[src/rtl/band_seq_ctrl.sv]
// Sequencer for a bank of FIR band engines sharing one circular sample queue.
// Optional sticky overrun flag is enabled by defining OVRN_STICKY_EN.
module band_seq_ctrl #(
  parameter int DEPTH = 1024,
  parameter int TAPS  = 1021
) (
  input  logic                     clk,
  input  logic                     rst_n,
  input  logic                     sample_vld,
  output logic                     wrt_en,
  output logic [$clog2(DEPTH)-1:0] wrt_ptr,
  output logic [$clog2(DEPTH)-1:0] rd_ptr,
  output logic                     seq,
  output logic                     out_vld,
  output logic                     busy,
  output logic                     ovrn
);

  localparam int AW = $clog2(DEPTH);
  localparam logic [AW-1:0] TAPS_W   = AW'(TAPS);
  localparam logic [AW-1:0] LAST_TAP = AW'(TAPS - 1);
  localparam logic [AW-1:0] ONE      = AW'(1);
  localparam logic [AW-1:0] ZERO     = {AW{1'b0}};

  typedef enum logic [1:0] {
    FILL  = 2'd0,
    IDLE  = 2'd1,
    RUN   = 2'd2,
    DRAIN = 2'd3
  } state_t;

  state_t        state, state_nxt;
  logic [AW-1:0] cnt, cnt_nxt;
  logic [AW-1:0] wrt_ptr_nxt, rd_ptr_nxt;
  logic          out_vld_nxt, seq_nxt, busy_nxt;
  logic          accept;

  // Samples are only taken while not busy; the write strobe is combinational.
  assign accept = sample_vld & ((state == FILL) | (state == IDLE));
  assign wrt_en = accept & rst_n;

  // Next-state, counter and pointer logic.
  always_comb begin
    state_nxt   = state;
    cnt_nxt     = cnt;
    wrt_ptr_nxt = wrt_ptr;
    rd_ptr_nxt  = rd_ptr;
    out_vld_nxt = 1'b0;

    if (accept) begin
      wrt_ptr_nxt = wrt_ptr + ONE;
    end else begin
      wrt_ptr_nxt = wrt_ptr;
    end

    case (state)
      FILL: begin
        if (accept) begin
          if (cnt == LAST_TAP) begin
            state_nxt = IDLE;
            cnt_nxt   = ZERO;
          end else begin
            cnt_nxt = cnt + ONE;
          end
        end else begin
          cnt_nxt = cnt;
        end
      end
      IDLE: begin
        if (accept) begin
          state_nxt  = RUN;
          cnt_nxt    = ZERO;
          // oldest retained sample: the newest is the one written now
          rd_ptr_nxt = wrt_ptr + ONE - TAPS_W;
        end else begin
          state_nxt = IDLE;
        end
      end
      RUN: begin
        if (cnt == LAST_TAP) begin
          state_nxt = DRAIN;
          cnt_nxt   = ZERO;
        end else begin
          cnt_nxt    = cnt + ONE;
          rd_ptr_nxt = rd_ptr + ONE;
        end
      end
      DRAIN: begin
        if (cnt == ONE) begin
          state_nxt   = IDLE;
          cnt_nxt     = ZERO;
          out_vld_nxt = 1'b1;
        end else begin
          cnt_nxt = cnt + ONE;
        end
      end
      default: begin
        state_nxt = FILL;
        cnt_nxt   = ZERO;
      end
    endcase

    seq_nxt  = (state_nxt == RUN);
    busy_nxt = (state_nxt == RUN) | (state_nxt == DRAIN);
  end

  // State and registered-output flops.
  always_ff @(posedge clk or negedge rst_n) begin
    if (!rst_n) begin
      state   <= FILL;
      cnt     <= ZERO;
      wrt_ptr <= ZERO;
      rd_ptr  <= ZERO;
      out_vld <= 1'b0;
      seq     <= 1'b0;
      busy    <= 1'b0;
    end else begin
      state   <= state_nxt;
      cnt     <= cnt_nxt;
      wrt_ptr <= wrt_ptr_nxt;
      rd_ptr  <= rd_ptr_nxt;
      out_vld <= out_vld_nxt;
      seq     <= seq_nxt;
      busy    <= busy_nxt;
    end
  end

`ifdef OVRN_STICKY_EN
  // Sticky overrun: any sample arriving while busy is lost.
  always_ff @(posedge clk or negedge rst_n) begin
    if (!rst_n) begin
      ovrn <= 1'b0;
    end else begin
      ovrn <= ovrn | (sample_vld & busy);
    end
  end
`else
  assign ovrn = 1'b0;
`endif

endmodule

[config.mk]
export PLATFORM = sky130hd
export DESIGN_NAME = band_seq_ctrl
export DESIGN_NICKNAME = d
export VERILOG_FILES = /design/src/rtl/band_seq_ctrl.sv
export SDC_FILE = /design/constraint.sdc
export NUM_CORES = 1
export LEC_CHECK = 0
export ABC_AREA = 1
export ABC_CLOCK_PERIOD_IN_PS = 1700
export CAP_MARGIN = 40
export CELL_PAD_IN_SITES_DETAIL_PLACEMENT = 1
export CELL_PAD_IN_SITES_GLOBAL_PLACEMENT = 2
export CORE_MARGIN = 3
export CORE_UTILIZATION = 29
export CTS_BUF_LIST = sky130_fd_sc_hd__clkbuf_4 sky130_fd_sc_hd__clkbuf_8
export CTS_CLUSTER_DIAMETER = 40
export DETAILED_ROUTE_END_ITERATION = 16
export PLACE_DENSITY = 0.8
export SYNTH_ARGS = -nofsm -noshare
export SYNTH_HDL_FRONTEND = slang
export SYNTH_SLANG_ARGS = --single-unit
[constraint.sdc]
create_clock -name clk -period 1.7 [get_ports clk]
set_clock_uncertainty 0.15 [all_clocks]
set_input_delay 0.255 -clock clk [delete_from_list [all_inputs] [get_ports clk]]
set_output_delay 0.255 -clock clk [all_outputs]
set_load 0.03 [all_outputs]
* Yosys cells after proc, flatten, opt, wreduce, memory -nomap -nowiden
Index checks and enable logic that the tools add are counted.
** Storage, ports and cells
- Flip-flop bits (word level) :: 35
- Word-level logic and storage cells :: 45
- Input bits :: 3
- Output and inout bits :: 25
** Operators by class
- Multiplexer cells :: 16
- Reduce and logical (&&, ||, !) cells :: 4
- Add/subtract/negate cells :: 4
- Equal/unequal tests :: 10
- Bitwise operators :: 4
** Operators by type and width (count)
- $mux 10 :: 6
- $pmux 10 s4 :: 1
- $add 10x1->10 const B :: 3
- $pmux 10 s2 :: 1
- $eq 10x1->1 const B :: 1
- $eq 10x10->1 const B :: 1
- $mux 2 :: 5
- $sub 10x10->10 const B :: 1
- $eq 2x2->1 const B :: 4
- $pmux 2 s4 :: 1
- $ne 2x2->1 const B :: 3
- $reduce_and 3->1 :: 1
- $and 1x1->1 :: 2
- $eq 2x1->1 const B :: 1
- $logic_not 2->1 :: 1
- $mux 1 :: 2
- $or 1x1->1 :: 2
- $reduce_and 2->1 :: 1
- $reduce_bool 2->1 :: 1

* Longest topological paths before layout
Gate-level depths: netlist (run 1).
- Depth after elaboration :: 7
- Gate-level depth with buffers :: 13
- Gate-level depth less buffers :: 13

* Least setup slack after synthesis (run 1)
Ideal clock, no wire load.
- Path type :: reg2reg
- Start point :: register wrt_ptr[1]
- End point :: register rd_ptr[9]
- Path buffers :: 0
- Slack :: -226 ps
- Stages on the path, launching flop included :: 13
- Clock period less this slack :: 1926 ps
- Library setup time :: 116 ps
- Required time :: 1434 ps
- Arrival :: 1660 ps
- Cells stage by stage :: dfrtp_1 ha_1 inv_1 nand2_1 nand3_1 nor2_4 nand2_4 nor2_4 nand2_1 nand2_1 nand3_1 nand2_1 nand2_1
** Between the ends
- Longest elaborated chain between the ends :: 4
** RTL lines
- from (decl) :: RTL line 11 : output logic [$clog2(DEPTH)-1:0] wrt_ptr,
- from (signal assigned) :: RTL line 120 : wrt_ptr <= wrt_ptr_nxt;
- $add 10x1->10 :: RTL line 74 : rd_ptr_nxt = wrt_ptr + ONE - TAPS_W;
- $sub 10x10->10 :: RTL line 74
- $mux 10 :: RTL line 70 : if (accept) begin
- $pmux 10 s2 :: RTL line 56 : case (state)
- to (signal assigned) :: RTL line 121 : rd_ptr <= rd_ptr_nxt;
- to (decl) :: RTL line 12 : output logic [$clog2(DEPTH)-1:0] rd_ptr,
No other way between the ends. The select of a mux whose other input is x is not followed.
A chain may end at the register's enable or synchronous reset.

* Worst setup path after layout (run 1)
Ends and elaborated chain as after synthesis.

==> results.md, run 1 <==
Critical path
* crit-path max FO: 4
* type of the worst setup path: flip-flop to flip-flop
* FF-to-FF Start: wrt_ptr[1]$_DFFE_PN0N_
* endpoint type of the worst setup path: flip-flop
* Worst Reg-to-Reg Cells: 13
* Worst setup SP type: flip-flop
* worst path arrival time: 1.83 ns
* setup slack on the worst flop-to-flop path: -0.09 ns
* required time of the worst setup path: 1.74 ns
* end of the worst register-to-register path: rd_ptr[9]$_DFFE_PN0P_

Global routing
* total congestion overflow after global routing: 0
* layer with the highest usage: met2
* initial antenna violation count: 0
* total routing usage reported by global routing: 0.169
* routing usage on met1: 0.196
* GR met2 Demand/Resource: 0.312
* maximum number of pins on one net before global-route repair: 36
* global-route wire length before repair: 11700 um
* M3 GR Usage: 0.0303
* vias in the first global route: 2510

STA
* Max Freq: 0.560 GHz
* Final Hold Vio Count: 0
* final number of max-transition violations: 0
* count of final setup violators: 20
* setup repair after global routing missed its margin: true
* final worst path period share: 1.05
* Hold Worst Slack: 0.401 ns
* fin worst setup slack: -0.0863 ns
* time the final worst path needs with I/O delays and setup: 1.79 ns

Final layout
* synthesis-to-layout area growth: 59.2%
* Post-layout nets: 427
* share of layout cells above drive strength 1: 0.450
* number of diodes: 0
* top library cells by usage in the layout, fill and taps aside: sky130_fd_sc_hd__buf_4, sky130_fd_sc_hd__nand2_1, sky130_fd_sc_hd__inv_1, sky130_fd_sc_hd__dfrtp_1, sky130_fd_sc_hd__dlygate4sd2_1
* finished layout cell area: 3630 um2
* commonest non-fill, non-tap cell in the layout: sky130_fd_sc_hd__buf_4

Placement
* weighted congestion reported at the end of routability-driven placement: 0.772
* number of I/O port buffers: 26
* Placed Instance Area: 2950 um2
* hpwl dp: 4950 um

Floorplanning
* number of ports placed on the die boundary: 28
* y dimension of the die: 94.7 um
* Placeable Area: 7450 um2
* Die Area: 8970 um2
* initial core utilization: 0.306
* Die Width: 94.7 um
* cell row count: 31

Power
* leakage power total: 0.00183 uW
* power density relative to cell area: 1250 nW/um2
* Peak VDD IR: 658 uV

Clock tree
* CTS H-Tree Depth: 2
* Clock Sinks: 35
* clock slew at reported path FFs: 0.08 ns
* CTS tree: built
* clock latency of the later-clocked register in the worst-skew pair: 0.30 ns
* cell chosen for the clock root: sky130_fd_sc_hd__clkbuf_8
* number of buffers on the longest clock path: 2
* Inserted Clock Buffers: 5

Synthesis
* post-synthesis compound-gate area fraction: 0.106
* sequential cell area fraction in the yosys report: 0.384
* simple-gate area share of the yosys netlist: 0.340
* number of standard cells after synthesis: 318
* Syn Std Cell Area: 2280 um2
* number of distinct library cell variants in the gate-level netlist after synthesis: 36
* fraction of synthesized area in multiplexers: 0.00658
* combinational family with the most area after synthesis: simple AND/OR/NAND/NOR gates
* area share of xor/xnor cells in the synthesized design: 0.0230
* adder-cell share of the synthesized area: 0.0274
* count of warnings emitted by yosys: 0
* mean area per synthesized cell: 7.17 um2
* #FFs+latches synth: 35
* post-synth net total: 326
* share of async-settable or async-resettable flops after synthesis: 1.00
* number of enable flip-flop cells after synthesis: 0
* dominant register cell in the synthesized netlist: sky130_fd_sc_hd__dfrtp_1

Route
* Initial DRT Pass Iterations: 4
* Residual DRC: 0
* via count of the routed design: 2412
* detailed-route vias per instance: 4.65
* final wirelength: 7320 um
* routed wirelength normalized by instance count: 14.1 um
* Detailed Route Iter0 Violations: 31
* post-detailed-route count of antenna-violating nets: 0

Job
* number of maximum-capacitance constraint violations: 0

Run status
* failing checks: negative setup slack
* result of the run: finished with violations

Worst hold path
* Hold Crit Class: primary input to async pin

-- stage by stage --
step | power [uW] | setup TNS, ns | instances | setup WS, ns | utilization
floorplan | 2370 | -0.0766 | 318 | -0.0715 | -
global placement | 3110 | -1.54 | 478 | -0.172 | 0.395
detailed placement | 3160 | -2.41 | 478 | -0.232 | 0.395
CTS | 4020 | -0.286 | 499 | -0.110 | 0.433
global route | 4920 | -2.56 | 519 | -0.219 | 0.488
finish | 4550 | -0.713 | 519 | -0.0863 | 0.488
-- metal layers --
metal,share of wire,vias up
li1,-,1201
met1,0.41,1183
met2,0.56,19
met3,0.018,9
met4,0.015,0
met5,0,-
-- area by class of cell --
type / count / area, um2
Clock inverter: 2 / 12.5
Clock buffer: 6 / 76.3
Sequential cell: 35 / 885
Tap cell: 99 / 124
Inverter: 55 / 206
Fill cell: 929 / 3820
Multi-Input combinational cell: 221 / 1490
Timing Repair Buffer: 101 / 842
-- report_power, final --
| group | leakage (uW) | switching [uW] | total (uW) | internal [uW] |
|---|---|---|---|---|
| Sequential | 0.000406 | 257 | 1290 | 1030 |
| Clock | 0.0000446 | 335 | 637 | 303 |
| Combinational | 0.00138 | 1420 | 2620 | 1210 |
-- cells in the mapped netlist, drive strengths merged, types with 4 or more instances --
cell type / number / area (um2)
a21oi: 12 / 63.8
nand3: 30 / 160
a31oi: 5 / 31.3
xor2: 4 / 35.0
nand4: 6 / 37.5
nor3: 4 / 25.0
nor2: 41 / 184
nand2: 80 / 343
dfrtp: 35 / 876
o21ai: 23 / 119
buf: 5 / 40.0
inv: 55 / 206
ha: 5 / 62.6
-- worst max path at each step --
stage,slack [ns],from,end,cells after the start
6_report,-0.09,wrt_ptr[1]$_DFFE_PN0N_,rd_ptr[9]$_DFFE_PN0P_,13
5_1_grt,-0.22,wrt_ptr[1]$_DFFE_PN0N_,rd_ptr[9]$_DFFE_PN0P_,12
4_1_cts,-0.11,wrt_ptr[0]$_DFFE_PN0N_,rd_ptr[9]$_DFFE_PN0P_,12
3_5_place_dp,-0.23,sample_vld,cnt[9]$_DFFE_PN0P_,8
3_3_place_gp,-0.17,sample_vld,cnt[9]$_DFFE_PN0P_,8
2_1_floorplan,-0.07,wrt_ptr[1]$_DFFE_PN0N_,rd_ptr[9]$_DFFE_PN0P_,12
-- critical path: stages, from the launching register on --
cell                      delay (ns)
sky130_fd_sc_hd__dfrtp_2        0.44
sky130_fd_sc_hd__ha_4           0.19
sky130_fd_sc_hd__nand2_4        0.11
sky130_fd_sc_hd__inv_1          0.05
sky130_fd_sc_hd__nand2_1        0.08
sky130_fd_sc_hd__nand2_2        0.09
sky130_fd_sc_hd__inv_2          0.10
sky130_fd_sc_hd__nand2_4        0.06
sky130_fd_sc_hd__nor2_4         0.12
sky130_fd_sc_hd__nand2_2        0.05
sky130_fd_sc_hd__nand2_1        0.05
sky130_fd_sc_hd__nand3_1        0.06
sky130_fd_sc_hd__nand2_1        0.07
sky130_fd_sc_hd__nand2_1        0.04
-- registers in the layout (all words and copies together), names as in the netlist --
register,count
cnt,10
rd_ptr,10
wrt_ptr,10
state,2
busy,1
out_vld,1
seq,1
-- what timing repair did --
action,4_1_cts,5_1_grt
endpoints found under the hold margin,35,0
pin swaps,18,38
buffers inserted,12,21
hold buffers,1,0
endpoints found under the setup margin,38,25
gates resized for setup,61,79
-- kinds of logic (layout without fill, tap and decap cells) --
| kind of cell | count (synthesis) | count (layout) |
|---|---|---|
| XOR/XNOR | 6 | 6 |
| buffers and inverters | 62 | 164 |
| other | 1 | 1 |
| multiplexers | 1 | 1 |
| flip-flops | 35 | 35 |
| AO/OA/AOI/OAI | 43 | 43 |
| adder cells (fa/ha/maj) | 5 | 5 |
| AND/OR/NAND/NOR | 165 | 165 |
No activity file was read; power rests on OpenSTA's default activity.
==> inputs of run 2 (changes only) <==
--- a/config.mk
+++ b/config.mk
@@ -8,14 +8,12 @@
 export ABC_AREA = 1
 export ABC_CLOCK_PERIOD_IN_PS = 1700
 export CAP_MARGIN = 40
-export CELL_PAD_IN_SITES_DETAIL_PLACEMENT = 1
-export CELL_PAD_IN_SITES_GLOBAL_PLACEMENT = 2
 export CORE_MARGIN = 3
-export CORE_UTILIZATION = 29
+export CORE_UTILIZATION = 52
 export CTS_BUF_LIST = sky130_fd_sc_hd__clkbuf_4 sky130_fd_sc_hd__clkbuf_8
 export CTS_CLUSTER_DIAMETER = 40
 export DETAILED_ROUTE_END_ITERATION = 16
-export PLACE_DENSITY = 0.8
+export PLACE_DENSITY = 0.81
 export SYNTH_ARGS = -nofsm -noshare
 export SYNTH_HDL_FRONTEND = slang
 export SYNTH_SLANG_ARGS = --single-unit
==> run 2 against run 1 <==
Against the previous run:
- the run still ends with negative setup slack left
- total power shrank 4.2%
- clock power is 3% lower
- via count is 1.9% higher
- critical path type unchanged
- critical endpoint is now rd_ptr[7]$_DFFE_PN0P_
- largest power group unchanged
==> results.md, run 2 (same netlist as run 1, synthesis figures left out) <==
Critical path
* Most Frequent Cell on Critical Path: sky130_fd_sc_hd__nand4_1
* end of the critical path: rd_ptr[7]$_DFFE_PN0P_
* required time of the worst setup path: 1.77 ns, +0.03 ns
* ordered cell list for the critical path: buf_6, nand4_1, nand2_2, nor2_4, buf_4, nand4_1, nand2_1, nand3_2, a21oi_2
* end of the worst register-to-register path: rd_ptr[7]$_DFFE_PN0P_
* Worst setup SP type: flip-flop
* Worst path slowest cell: sky130_fd_sc_hd__dfrtp_2
* FF-to-FF Start: wrt_ptr[1]$_DFFE_PN0N_
* slowest stage delay, CP: 0.45 ns, about the same
* endpoint type of the worst setup path: flip-flop
* Worst Reg-to-Reg Cells: 9, -4
* worst path arrival time: 1.91 ns, +0.08 ns
* setup slack on the worst flop-to-flop path: -0.14 ns, -0.06 ns
* crit path from: wrt_ptr[1]$_DFFE_PN0N_
* crit-path max FO: 4, unchanged
* type of the worst setup path: flip-flop to flip-flop

STA
* time the final worst path needs with I/O delays and setup: 1.84 ns, +0.0564 ns
* final worst path period share: 1.08, +0.0332
* total negative slack for setup checks: -0.597 ns, +0.116 ns
* count of final setup violators: 10, -50%
* Max Freq: 0.543 GHz, -3.1%
* Final Hold Vio Count: 0, unchanged
* fin worst setup slack: -0.143 ns, -0.0564 ns
* final number of max-transition violations: 0, unchanged
* setup repair after global routing missed its margin: true

Floorplanning
* initial core utilization: 0.554, +0.248
* number of ports placed on the die boundary: 28, unchanged
* y dimension of the die: 72.2 um, -24%
* Placeable Area: 4120 um2, -45%
* Die Area: 5220 um2, -42%
* cell row count: 23, -26%
* Die Width: 72.2 um, -24%

Route
* Residual DRC: 0, unchanged
* Initial DRT Pass Iterations: 4, unchanged
* routed wirelength normalized by instance count: 14.9 um, +5.4%
* post-detailed-route count of antenna-violating nets: 0, unchanged
* final wirelength: 6750 um, -7.8%
* detailed-route vias per instance: 5.41, +16%
* Detailed Route Iter0 Violations: 232, +650%
* via count of the routed design: 2458, +1.9%

Final layout
* finished layout cell area: 3340 um2, -8.1%
* synthesis-to-layout area growth: 46.4%
* number of diodes: 0, unchanged
* share of layout cells above drive strength 1: 0.379, -0.0713
* top library cells by usage in the layout, fill and taps aside: sky130_fd_sc_hd__nand2_1, sky130_fd_sc_hd__buf_4, sky130_fd_sc_hd__inv_1, sky130_fd_sc_hd__dfrtp_1, sky130_fd_sc_hd__nor2_1
* commonest non-fill, non-tap cell in the layout: sky130_fd_sc_hd__nand2_1
* biggest registers after layout: cnt (10), rd_ptr (10), wrt_ptr (10)
* Post-layout nets: 411, -3.7%

Clock tree
* CTS tree: built
* CTS H-Tree Depth: 2, unchanged
* Clock Sinks: 35, unchanged
* clock slew at reported path FFs: 0.08 ns, about the same
* clock latency of the later-clocked register in the worst-skew pair: 0.29 ns, about the same
* Inserted Clock Buffers: 5, unchanged
* cell chosen for the clock root: sky130_fd_sc_hd__clkbuf_8
* number of buffers on the longest clock path: 2, unchanged

Placement
* hpwl dp: 3790 um, -23%
* Placed Instance Area: 2840 um2, -3.7%
* number of I/O port buffers: 26, unchanged
* weighted congestion reported at the end of routability-driven placement: 0.846, +9.6%

Power
* Peak VDD IR: 867 uV, +32%
* power density relative to cell area: 1300 nW/um2, +4.2%
* leakage power total: 0.00175 uW, -4.3%

Global routing
* global-route wire length before repair: 9280 um, -21%
* maximum number of pins on one net before global-route repair: 36, unchanged
* vias in the first global route: 2209, -12%
* total congestion overflow after global routing: 0, unchanged
* total routing usage reported by global routing: 0.227, +0.0578
* initial antenna violation count: 0, unchanged

Worst hold path
* Hold Crit Class: flip-flop to flip-flop

Job
* number of maximum-capacitance constraint violations: 0, unchanged

Run status
* result of the run: finished with violations
* failing checks: negative setup slack

-- run 2: cell types whose count changed in the layout (fill, tap and decap cells not counted), sizes merged --
| cell | previous run | this run |
|---|---|---|
| dlymetal6s2s | 0 | 2 |
| clkbuf | 8 | 5 |
| clkinvlp | 1 | 2 |
| clkdlybuf4s15 | 0 | 1 |
| dlygate4sd2 | 22 | 20 |
| buf | 76 | 61 |
-- run 2: timing repair --
action,in CTS,in global routing
setup buffers,9,15
endpoints found under the setup margin,32,25
cloned,0,1
hold buffers,1,0
gates resized for setup,37,68
endpoints found under the hold margin,35,0
pin swaps,9,22
-- run 2: critical path, delay by kind of cell, from the launching register on --
family / cells / cell delay [ns]
simple gates: 6 / 0.77
flops: 1 / 0.45
buf+inv: 2 / 0.26
compound gates: 1 / 0.14
-- run 2: cell type report --
cell class	count	area (um2)
clock buffer	5	68.8
clock inverter	3	20.0
fill	257	777
timing repair buffer	85	712
inverter	55	209
sequential	35	881
tap	50	62.6
multi-input combinational	221	1390
-- run 2: how the worst min path moves through the flow --
stage	start	to	slack (ns)	depth (start not counted)
2_1_floorplan	rst_n	busy$_DFF_PN0_	-0.19	0
3_3_place_gp	rst_n	wrt_ptr[8]$_DFFE_PN0N_	0.22	2
3_5_place_dp	rst_n	wrt_ptr[8]$_DFFE_PN0N_	0.22	2
4_1_cts	sample_vld	cnt[0]$_DFFE_PN0P_	0.39	5
5_1_grt	wrt_ptr[9]$_DFFE_PN0N_	wrt_ptr[9]$_DFFE_PN0N_	0.41	2
6_report	wrt_ptr[9]$_DFFE_PN0N_	wrt_ptr[9]$_DFFE_PN0N_	0.41	2
-- run 2: layer usage --
metal	wire (um)	vias to the layer above	track usage	share of wire
li1	-	1169	-	-
met1	2590	1179	0.255	0.38
met2	3630	94	0.421	0.54
met3	370	16	0.0457	0.055
met4	159	0	0.0793	0.024
met5	0	-	0	0
-- run 2: power by group --
part	internal [uW]	leakage, uW	total [uW]	switching [uW]
sequential	1020	0.000408	1280	258
combinational	1110	0.00130	2450	1350
clock	285	0.0000402	618	333
total	2420	0.00175	4360	1940
-- run 2: stage by stage --
step / worst slack (ns) / instances / hold WS, ns / util / total power (uW)
5_1_grt: -0.265 / 454 / 0.415 / 0.811 / 4590
2_1_floorplan: -0.0715 / 318 / -0.191 / - / 2370
4_1_cts: -0.0714 / 439 / 0.394 / 0.734 / 3810
3_3_place_gp: -0.115 / 421 / 0.218 / 0.689 / 3010
3_5_place_dp: -0.151 / 421 / 0.217 / 0.689 / 3060
6_report: -0.143 / 454 / 0.408 / 0.811 / 4360
==> inputs of run 3 (changes only) <==
--- a/config.mk
+++ b/config.mk
@@ -8,12 +8,12 @@
 export ABC_AREA = 1
 export ABC_CLOCK_PERIOD_IN_PS = 1700
 export CAP_MARGIN = 40
-export CORE_MARGIN = 3
 export CORE_UTILIZATION = 52
 export CTS_BUF_LIST = sky130_fd_sc_hd__clkbuf_4 sky130_fd_sc_hd__clkbuf_8
 export CTS_CLUSTER_DIAMETER = 40
 export DETAILED_ROUTE_END_ITERATION = 16
 export PLACE_DENSITY = 0.81
+export SLEW_MARGIN = 20
 export SYNTH_ARGS = -nofsm -noshare
 export SYNTH_HDL_FRONTEND = slang
 export SYNTH_SLANG_ARGS = --single-unit
==> run 3 against run 2 <==
Against the previous run:
- the flow still finishes with violations (negative setup slack)
- wire length rose by 0.12%
- die area is 11% lower
- sequential power is essentially flat
- via count fell by 0.20%
- worst setup slack improved by 0.016 ns
- hold slack got worse by 0.0027 ns
- combinational power is 4% higher
- non-clock buffer count fell by 2
- critical path type unchanged
- critical endpoint is now rd_ptr[9]$_DFFE_PN0P_
==> results.md, run 3 (same netlist as run 1, synthesis figures left out) <==
Global routing
* initial antenna violation count: 0, unchanged
* total routing usage reported by global routing: 0.262, +0.0353
* total congestion overflow after global routing: 0, unchanged
* maximum number of pins on one net before global-route repair: 36, unchanged
* vias in the first global route: 2149, -2.7%
* global-route wire length before repair: 9110 um, -1.8%

Power
* power density relative to cell area: 1360 nW/um2, +4.3%
* Sw Ratio: 0.431, -0.0137
* sequential fraction of design power: 0.274, -0.021
* Sw Pwr: 1980 uW, +2.1%
* Peak VDD IR: 1210 uV, +40%
* internal power component: 2610 uW, +7.9%
* Combinational Power Share: 0.558, -0.005
* clock group share of total power: 0.168, +0.026
* leakage power total: 0.00176 uW, +0.41%

Clock tree
* CTS H-Tree Depth: 2, unchanged
* clock slew at reported path FFs: 0.08 ns, about the same
* clock latency of the later-clocked register in the worst-skew pair: 0.29 ns, about the same
* Clock Sinks: 35, unchanged
* Inserted Clock Buffers: 5, unchanged
* cell chosen for the clock root: sky130_fd_sc_hd__clkbuf_8
* number of buffers on the longest clock path: 2, unchanged
* CTS tree: built

Worst hold path
* start point of the worst min-delay path: wrt_ptr[9]$_DFFE_PN0N_
* Hold Crit Class: flip-flop to flip-flop
* worst-case hold path end point: wrt_ptr[9]$_DFFE_PN0N_
* number of stages on the worst hold path: 2, unchanged

Final layout
* top library cells by usage in the layout, fill and taps aside: sky130_fd_sc_hd__nand2_1, sky130_fd_sc_hd__inv_1, sky130_fd_sc_hd__buf_4, sky130_fd_sc_hd__dfrtp_1, sky130_fd_sc_hd__nor2_1
* area occupied by multi-input gates: 1380 um2, -0.18%
* Register Area: 881 um2, unchanged
* share of layout cells above drive strength 1: 0.361, -0.0180
* commonest non-fill, non-tap cell in the layout: sky130_fd_sc_hd__nand2_1
* number of diodes: 0, unchanged
* biggest registers after layout: cnt (10), rd_ptr (10), wrt_ptr (10)
* Post-layout nets: 409, -0.49%
* finished layout cell area: 3370 um2, +0.97%
* number of fill cells: 244, -5.1%
* synthesis-to-layout area growth: 47.8%

Run status
* failing checks: negative setup slack
* result of the run: finished with violations

Floorplanning
* number of ports placed on the die boundary: 28, unchanged
* Die Width: 68.2 um, -5.5%
* initial core utilization: 0.554, unchanged
* cell row count: 23, unchanged
* y dimension of the die: 68.2 um, -5.5%
* Die Area: 4660 um2, -11%
* Placeable Area: 4120 um2, unchanged

Critical path
* type of the worst setup path: flip-flop to flip-flop
* FF-to-FF Start: wrt_ptr[1]$_DFFE_PN0N_
* setup slack on the worst flop-to-flop path: -0.13 ns, +0.02 ns
* end of the worst register-to-register path: rd_ptr[9]$_DFFE_PN0P_
* Worst Reg-to-Reg Cells: 13, +4
* crit-path max FO: 4, unchanged
* Worst setup SP type: flip-flop
* crit path from: wrt_ptr[1]$_DFFE_PN0N_
* required time of the worst setup path: 1.74 ns, -0.03 ns
* worst path arrival time: 1.87 ns, -0.04 ns
* endpoint type of the worst setup path: flip-flop

STA
* final worst path period share: 1.07, -0.00930
* Max Freq: 0.547 GHz, +0.87%
* setup repair after global routing missed its margin: true
* final number of max-transition violations: 0, unchanged
* time the final worst path needs with I/O delays and setup: 1.83 ns, -0.0158 ns
* count of final setup violators: 13, +3
* Final Hold Vio Count: 0, unchanged
* fin worst setup slack: -0.127 ns, +0.0158 ns
* total negative slack for setup checks: -0.904 ns, -0.307 ns

Route
* detailed-route vias per instance: 5.43, +0.24%
* Detailed Route Iter0 Violations: 198, -15%
* via count of the routed design: 2453, -0.20%
* final wirelength: 6760 um, +0.12%
* post-detailed-route count of antenna-violating nets: 0, unchanged
* Residual DRC: 0, unchanged
* Initial DRT Pass Iterations: 5, +1
* routed wirelength normalized by instance count: 14.9 um, +0.56%

Placement
* number of I/O port buffers: 26, unchanged
* Placed Instance Area: 2820 um2, -0.44%
* weighted congestion reported at the end of routability-driven placement: 0.831, -1.8%
* hpwl dp: 3870 um, +2.1%

Job
* number of maximum-capacitance constraint violations: 0, unchanged

-- run 3: cell count changes in the layout (fill, tap and decap cells not counted), sizes merged --
| cell | before | now |
|---|---|---|
| buf | 61 | 57 |
| clkinvlp | 2 | 0 |
| clkdlybuf4s15 | 1 | 0 |
| clkbuf | 5 | 6 |
| dlygate4sd2 | 20 | 23 |
| bufinv | 0 | 1 |
| dlymetal6s2s | 2 | 1 |
| clkinv | 1 | 2 |
-- run 3: final cells by class --
| cell class | count | share of cell area |
|---|---|---|
| Multi-Input combinational cell | 221 | 0.410 |
| Sequential cell | 35 | 0.261 |
| Timing Repair Buffer | 83 | 0.215 |
| Inverter | 55 | 0.0620 |
| Clock buffer | 5 | 0.0204 |
| Tap cell | 50 | 0.0186 |
| Clock inverter | 3 | 0.0130 |
-- run 3: worst max-delay path by stage --
| stage | end | slack, ns |
|---|---|---|
| floorplan | rd_ptr[9]$_DFFE_PN0P_ | -0.07 |
| global placement | rd_ptr[5]$_DFFE_PN0P_ | -0.12 |
| detailed placement | rd_ptr[5]$_DFFE_PN0P_ | -0.16 |
| CTS | rd_ptr[9]$_DFFE_PN0P_ | -0.09 |
| global route | rd_ptr[9]$_DFFE_PN0P_ | -0.21 |
| finish | rd_ptr[9]$_DFFE_PN0P_ | -0.13 |
-- run 3: stage by stage --
| stage | instances | setup WS [ns] | total power [uW] | util | hold WS (ns) |
|---|---|---|---|---|---|
| after floorplan | 318 | -0.0715 | 2370 | - | -0.191 |
| after global placement | 421 | -0.121 | 3020 | 0.686 | 0.212 |
| after detailed placement | 421 | -0.163 | 3080 | 0.686 | 0.219 |
| after CTS | 439 | -0.0923 | 4020 | 0.739 | 0.393 |
| after global routing | 452 | -0.211 | 4800 | 0.819 | 0.438 |
| final | 452 | -0.127 | 4590 | 0.819 | 0.405 |
-- run 3: repair_timing --
action                     4_1_cts  5_1_grt
hold buffers                     1        0
resized for setup               39       63
gates cloned                     0        1
pin swaps                       10       19
hold endpoints to repair        35        0
setup endpoints to repair       33       25
buffers inserted                 9       13
-- run 3: metal layers --
metal / GRT usage / part of all wire / up-vias
met1: 0.306 / 0.39 / 1152
met4: 0.0938 / 0.028 / 0
met2: 0.467 / 0.53 / 109
met3: 0.0567 / 0.050 / 26
li1: - / - / 1166
met5: 0 / 0 / -
-- run 3: power groups by stage --
stage / Clock, uW / Combinational (uW) / Sequential, uW
2_1_floorplan: 0 / 946 / 1420
3_5_place_dp: 0 / 1820 / 1250
4_1_cts: 772 / 2010 / 1230
5_1_grt: 806 / 2720 / 1280
6_report: 770 / 2560 / 1260
3_3_place_gp: 0 / 1770 / 1240
-- run 3: critical path: stages (launching register included) --
cell,delay [ns]
sky130_fd_sc_hd__dfrtp_2,0.45
sky130_fd_sc_hd__ha_4,0.20
sky130_fd_sc_hd__nand2_4,0.11
sky130_fd_sc_hd__inv_1,0.07
sky130_fd_sc_hd__nand2_1,0.09
sky130_fd_sc_hd__nand2_2,0.10
sky130_fd_sc_hd__inv_2,0.11
sky130_fd_sc_hd__nand2_4,0.06
sky130_fd_sc_hd__nor2_4,0.10
sky130_fd_sc_hd__nand2_1,0.06
sky130_fd_sc_hd__nand2_1,0.05
sky130_fd_sc_hd__nand3_1,0.07
sky130_fd_sc_hd__nand2_1,0.06
sky130_fd_sc_hd__nand2_1,0.04
